--- src/rtl/wb_uart_pkg.sv ---
// Shared constants, FSM encoding and Wishbone drive bundle for the UART TX arbiter.
// Combinational helpers only: no latency, no flow control.
package wb_uart_pkg;

  localparam logic [1:0] UART_SETUP_ADDR  = 2'b00;
  localparam logic [1:0] UART_TXDATA_ADDR = 2'b11;
  localparam logic [3:0] WB_SEL_ALL       = 4'b1111;

  typedef enum logic [2:0] {
    ST_SETUP    = 3'd0,
    ST_TX_REQ   = 3'd1,
    ST_WAIT_ACK = 3'd2,
    ST_GAP      = 3'd3,
    ST_IDLE     = 3'd4
  } state_e;

  typedef struct packed {
    logic        cyc;
    logic        stb;
    logic        we;
    logic [3:0]  sel;
    logic [1:0]  addr;
    logic [31:0] dat;
  } wb_req_t;

  // Full-word write beat with strobe raised.
  function automatic wb_req_t wb_write(input logic [1:0] addr, input logic [31:0] dat);
    wb_req_t r;
    r.cyc  = 1'b1;
    r.stb  = 1'b1;
    r.we   = 1'b1;
    r.sel  = WB_SEL_ALL;
    r.addr = addr;
    r.dat  = dat;
    return r;
  endfunction

endpackage

--- src/rtl/rr_arbiter.sv ---
// Round-robin pick of the first request at or above the pointer, wrapping at N_REQ.
// Purely combinational (0 cycles); the caller owns the pointer and any backpressure.
module rr_arbiter #(
  parameter int N_REQ = 4,
  localparam int PW = (N_REQ > 1) ? $clog2(N_REQ) : 1
) (
  input  logic [N_REQ-1:0] i_req,
  input  logic [PW-1:0]    i_ptr,
  output logic             o_any,
  output logic [N_REQ-1:0] o_gnt,
  output logic [PW-1:0]    o_idx
);

  logic [PW:0]   sum;
  logic [PW-1:0] cand;

  always_comb begin
    o_any = 1'b0;
    o_gnt = '0;
    o_idx = '0;
    sum   = '0;
    cand  = '0;
    for (int k = 0; k < N_REQ; k++) begin
      // Explicit wrap so non-power-of-2 N_REQ never indexes past the top requester.
      sum = {1'b0, i_ptr} + (PW+1)'(k);
      if (sum >= (PW+1)'(N_REQ)) begin
        sum = sum - (PW+1)'(N_REQ);
      end
      cand = sum[PW-1:0];
      if (!o_any && i_req[cand]) begin
        o_any       = 1'b1;
        o_gnt[cand] = 1'b1;
        o_idx       = cand;
      end
    end
  end

endmodule

--- src/rtl/wb_uart_tx_arbiter.sv ---
// Wishbone master sharing one wbuart TX among N_REQ byte sources; writes baud setup once after reset.
// Grant to strobe is 1 clock; stall holds stb, then a GAP_CYCLES quiet period throttles bytes into the UART.
module wb_uart_tx_arbiter
  import wb_uart_pkg::*;
#(
  parameter int N_REQ       = 4,
  parameter int BAUD_DIV    = 434,
  parameter int GAP_CYCLES  = 1500,
  parameter int ACK_TIMEOUT = 255
) (
  input  logic               i_clk,
  input  logic               i_rst,
  input  logic [N_REQ-1:0]   i_req_valid,
  input  logic [8*N_REQ-1:0] i_req_data,
  output logic [N_REQ-1:0]   o_req_ready,
  output logic               o_wb_cyc,
  output logic               o_wb_stb,
  output logic               o_wb_we,
  output logic [3:0]         o_wb_sel,
  output logic [1:0]         o_wb_addr,
  output logic [31:0]        o_wb_data,
  input  logic               i_wb_ack,
  input  logic               i_wb_stall,
  output logic               o_busy,
  output logic               o_err
);

  localparam int PW = (N_REQ > 1) ? $clog2(N_REQ) : 1;
  localparam int GW = $clog2(GAP_CYCLES + 1);
  localparam int TW = $clog2(ACK_TIMEOUT + 1);

  state_e           state_q, state_d;
  wb_req_t          wb_q, wb_d;
  logic [PW-1:0]    ptr_q, ptr_d;
  logic [GW-1:0]    gap_q, gap_d;
  logic [TW-1:0]    tmo_q, tmo_d;
  logic [N_REQ-1:0] ready_q, ready_d;
  logic             busy_q, busy_d;
  logic             err_q, err_d;

  logic             gnt_any;
  logic [N_REQ-1:0] gnt;
  logic [PW-1:0]    gnt_idx;
  logic [7:0]       gnt_byte;
  logic             accept;

  rr_arbiter #(.N_REQ(N_REQ)) u_rr (
    .i_req (i_req_valid),
    .i_ptr (ptr_q),
    .o_any (gnt_any),
    .o_gnt (gnt),
    .o_idx (gnt_idx)
  );

  always_comb begin
    gnt_byte = '0;
    for (int k = 0; k < N_REQ; k++) begin
      if (gnt[k]) begin
        gnt_byte = gnt_byte | i_req_data[8*k +: 8];
      end
    end
  end

  assign accept = wb_q.stb & ~i_wb_stall;

  always_comb begin
    state_d = state_q;
    wb_d    = wb_q;
    ptr_d   = ptr_q;
    gap_d   = gap_q;
    tmo_d   = tmo_q;
    ready_d = '0;
    err_d   = err_q;

    unique case (state_q)
      ST_SETUP: begin
        wb_d    = wb_write(UART_SETUP_ADDR, 32'(BAUD_DIV));
        tmo_d   = '0;
        state_d = ST_WAIT_ACK;
      end

      ST_IDLE: begin
        if (gnt_any) begin
          wb_d    = wb_write(UART_TXDATA_ADDR, {24'd0, gnt_byte});
          ready_d = gnt;
          ptr_d   = (gnt_idx == PW'(N_REQ - 1)) ? '0 : gnt_idx + PW'(1);
          tmo_d   = '0;
          state_d = ST_TX_REQ;
        end
      end

      // TX_REQ is the first bus cycle of a data write, so it obeys the same handshake as WAIT_ACK.
      ST_TX_REQ, ST_WAIT_ACK: begin
        state_d = ST_WAIT_ACK;
        if (i_wb_ack) begin
          wb_d    = '0;
          gap_d   = '0;
          state_d = ST_GAP;
        end else if (accept) begin
          wb_d.stb = 1'b0;
          tmo_d    = '0;
        end else if (!wb_q.stb) begin
          if (tmo_q == TW'(ACK_TIMEOUT - 1)) begin
            wb_d    = '0;
            err_d   = 1'b1;
            gap_d   = '0;
            state_d = ST_GAP;
          end else begin
            tmo_d = tmo_q + TW'(1);
          end
        end
      end

      ST_GAP: begin
        if (gap_q == GW'(GAP_CYCLES - 1)) begin
          state_d = ST_IDLE;
        end else begin
          gap_d = gap_q + GW'(1);
        end
      end

      default: begin
        state_d = ST_IDLE;
      end
    endcase

    busy_d = (state_d != ST_IDLE);
  end

  // Reset also drops an in-flight cyc/stb on the same edge; any late ack then finds cyc low.
  always_ff @(posedge i_clk) begin
    if (i_rst) begin
      state_q <= ST_SETUP;
      wb_q    <= '0;
      ptr_q   <= '0;
      gap_q   <= '0;
      tmo_q   <= '0;
      ready_q <= '0;
      busy_q  <= 1'b0;
      err_q   <= 1'b0;
    end else begin
      state_q <= state_d;
      wb_q    <= wb_d;
      ptr_q   <= ptr_d;
      gap_q   <= gap_d;
      tmo_q   <= tmo_d;
      ready_q <= ready_d;
      busy_q  <= busy_d;
      err_q   <= err_d;
    end
  end

  assign o_req_ready = ready_q;
  assign o_wb_cyc    = wb_q.cyc;
  assign o_wb_stb    = wb_q.stb;
  assign o_wb_we     = wb_q.we;
  assign o_wb_sel    = wb_q.sel;
  assign o_wb_addr   = wb_q.addr;
  assign o_wb_data   = wb_q.dat;
  assign o_busy      = busy_q;
  assign o_err       = err_q;

endmodule

--- config.mk ---
export PLATFORM = sky130hd
export DESIGN_NAME = wb_uart_tx_arbiter
export DESIGN_NICKNAME = d
export VERILOG_FILES = /design/src/rtl/wb_uart_pkg.sv /design/src/rtl/rr_arbiter.sv /design/src/rtl/wb_uart_tx_arbiter.sv
export SDC_FILE = /design/constraint.sdc
export NUM_CORES = 1
export LEC_CHECK = 0
export BUFFER_PORTS_ARGS = -buffer_cell sky130_fd_sc_hd__buf_4
export CORE_MARGIN = 2
export CORE_UTILIZATION = 38
export CTS_CLUSTER_SIZE = 16
export DETAILED_ROUTE_END_ITERATION = 10
export PLACE_DENSITY_LB_ADDON = 0.3
export SLEW_MARGIN = 30
export SYNTH_ARGS = -nofsm -noshare
export SYNTH_HDL_FRONTEND = slang
export SYNTH_HIERARCHICAL = 1
export SYNTH_SLANG_ARGS = --single-unit
--- constraint.sdc ---
create_clock -name i_clk -period 2.7 [get_ports i_clk]
set_input_delay 0.54 -clock i_clk [delete_from_list [all_inputs] [get_ports i_clk]]
set_output_delay 0.54 -clock i_clk [all_outputs]
set_load 0.005 [all_outputs]
==> impl_metrics.json <==
{
  "skew_ns": 0.006248,
  "vias_per_cell": 5.205,
  "synth_warnings": 6,
  "overflow": 0,
  "post-route-util": 0.4969,
  "synth_area_per_cell_um2": 8.540,
  "min_from": "o_wb_addr[0]$_SDFFE_PP0P_",
  "synth_top_area_frac": 0.3067,
  "drc": 0,
  "ant_nets": 0,
  "vdd_ir_drop_max_uv": 226.7,
  "grt_max_degree": 24,
  "row_count": 30,
  "slew_headroom": 0.6525,
  "final.setup.worst_slack_ns": 0.1430,
  "ff_latch_area_um2": 840.8,
  "cp-end-kind": "flop",
  "synth_cell_types": 55,
  "grt_antenna_before_repair": 0,
  "area_growth_pct": 24.51,
  "grt_busiest_layer": "met2",
  "critPathLaunch": "ptr_q[1]$_SDFFE_PP0P_",
  "synth-main-ff-cell": "dfxtp_1",
  "timing.final.crit_period_ns": 2.557,
  "num_vias": 2519,
  "drv_slew": 0,
  "cts_hold_buf": 0,
  "timing.fmax_mhz": 391.1,
  "cts_tree": "yes",
  "clk_latency_ns": 0.29,
  "placeableCoreArea_mm2": 0.006869,
  "cp_data_required_time_ns": 2.93,
  "worstSetupStartpointType": "flop",
  "grt_util_met2": 0.3012,
  "place_area_mm2": 0.003242,
  "cts_sinks": 42,
  "report.final.hold_viol_count": 0,
  "synth_fa_ha_area_frac": 0.04108,
  "clk_pin_slew_ns": 0.08,
  "detail_route.first_pass.iterations": 6,
  "critPathMaxFanout": 8,
  "layout-drive-gt1-share": 0.2680,
  "netlist_area_mm2": 0.002741,
  "diodes": 0,
  "r2r-start": "ptr_q[1]$_SDFFE_PP0P_",
  "synth-seq-cells": 42,
  "hpwl_um": 5042,
  "ctsHtreeMaxLevel": 2,
  "outcome": "finished clean",
  "hold_path_class": "reg -> reg",
  "wl_um": 6400,
  "met1_usage": 0.2194,
  "holdWs_ns": 0.4782,
  "tightest_slew_ns": 0.5213,
  "dp_slack_ns": -0.07739,
  "critPathKind": "reg -> reg",
  "synthXorXnorAreaFrac": 0.03514,
  "finalSetupViolCount": 0,
  "final_common_cell": "buf_4",
  "synth_compound_area_frac": 0.1958,
  "muxShareOfSynthArea": 0.07348,
  "yosys-top-cells-area": "dfxtp_1 31%, buf_4 7.9%, ha_1 4.1%",
  "crit_arrival_ns": 2.79,
  "fin_nets": 436,
  "seq_area_frac_synth": 0.3067,
  "netlist_instances": 321,
  "cellPowerDensity_mw_per_mm2": 442.5,
  "numPortBuffers": 63,
  "layout_common_cells": "83 x buf_4, 42 x dfxtp_1, 26 x nor2_1, 23 x nand2_1, 23 x conb_1",
  "synthSimpleGateAreaFrac": 0.2127,
  "synth_top_family_by_area": "simple AND/OR/NAND/NOR gates",
  "die-width_um": 88.94,
  "nFillCells": 685,
  "gp_congestion": 0.7710,
  "tns_ns": 0,
  "grtUsageTotal": 0.1719,
  "multiInputGateArea_mm2": 0.001630,
  "initial_core_util": 0.3991,
  "grt_pass1_wl_um": 10910,
  "drt_iter0_drc": 79,
  "drv_cap": 0,
  "cts_root_buffer": "clkbuf_8",
  "synth_area_leader_cell": "dfxtp_1",
  "grt_pass1_vias": 2384,
  "io_pins": 87,
  "async_reset_ff_frac": 0,
  "wl_per_cell_um": 13.22,
  "die_y_um": 88.94,
  "max-clock-path-buffers": 2,
  "use_met3": 0.02585,
  "cts_buffers": 5,
  "fp.dieArea_mm2": 0.007909,
  "synth_edf_count": 0,
  "fin_crit_sh": 0.9470,
  "fin_area_mm2": 0.003413,
  "p_leak_nw": 1.369
}
-- state kept, by name (all words and copies together), names as in the netlist --
name	flops
gap_q	11
o_req_ready	4
o_err	1
ptr_q	2
o_wb_stb	1
o_busy	1
o_wb_sel	1
o_wb_data	9
o_wb_addr	1
tmo_q	8
state_q	3
-- layer usage --
| layer | routed length (µm) | up-vias |
|---|---|---|
| met5 | 0 | - |
| met4 | 0 | 0 |
| met3 | 214 | 0 |
| met2 | 3235 | 63 |
| met1 | 2950 | 1205 |
| li1 | - | 1251 |
-- cell type report --
type                       instances  share of cell area
clock inverter                     2             0.01760
tap                               96             0.03519
timing repair buffer              83              0.1826
sequential                        42              0.2463
inverter                          15             0.01650
clock buffer                       6             0.02419
multi-input combinational        240              0.4776
-- Yosys cell counts, drive strengths merged (2+ instances only) --
cell,number
dfxtp,42
inv,15
a211oi,2
a21o,3
ha,9
o31ai,2
nor4,8
nand2b,4
o22a,5
a22oi,8
nand3,12
nand2,23
clkbuf,8
nor2,26
xnor2,10
or3,2
a222oi,4
buf,38
nor2b,4
nor3,10
a21oi,10
mux4,4
o21ai,12
and2,5
and3,2
mux2i,7
nand4b,4
o32ai,6
mux2,3
a221oi,7
a22o,5
nand4,4
-- metrics by stage --
step	total power [mW]	instances
final	1.510	484
after global routing	1.575	484
after CTS	1.520	482
after detailed placement	0.9075	474
after global placement	0.9050	474
after floorplan	0.8308	343
-- where the power goes --
part / internal, mW / leakage (nW) / switching [mW]
clock: 0.394 / 0.0714 / 0.218
sequential: 0.636 / 0.341 / 0.0216
combinational: 0.124 / 0.957 / 0.115
total: 1.15 / 1.37 / 0.356
-- final timing paths --
kind	to	slack [ns]	cells after the start
min	o_wb_addr[0]$_SDFFE_PP0P_	0.48	2
max	ptr_q[0]$_SDFFE_PP0P_	0.14	9
max reg2reg	ptr_q[0]$_SDFFE_PP0P_	0.14	9
min reg2reg	o_wb_addr[0]$_SDFFE_PP0P_	0.48	2
-- cells by family (layout without fill, tap and decap cells) --
logic type | Yosys count | in the layout
multiplexers | 14 | 14
adder cells (fa/ha/maj) | 9 | 9
flip-flops | 42 | 42
AO/OA/AOI/OAI | 72 | 72
AND/OR/NAND/NOR | 111 | 111
XOR/XNOR | 11 | 11
buffers and inverters | 61 | 106
other | 1 | 23
-- repair_timing --
action,CTS,global route
pin swaps,0,3
setup buffers,0,2
gates resized for setup,2,4
setup endpoints to repair,2,14
-- critical path: stages (launching register included) --
cell and delay [ns]:
dfxtp_1 0.34, buf_4 0.17, mux4_2 0.54, buf_4 0.17, nor4b_4 0.30, nor2_1 0.09
a32o_1 0.22, ha_1 0.17, or3_1 0.36, a21oi_1 0.13
No activity file was read; power rests on OpenSTA's default activity.
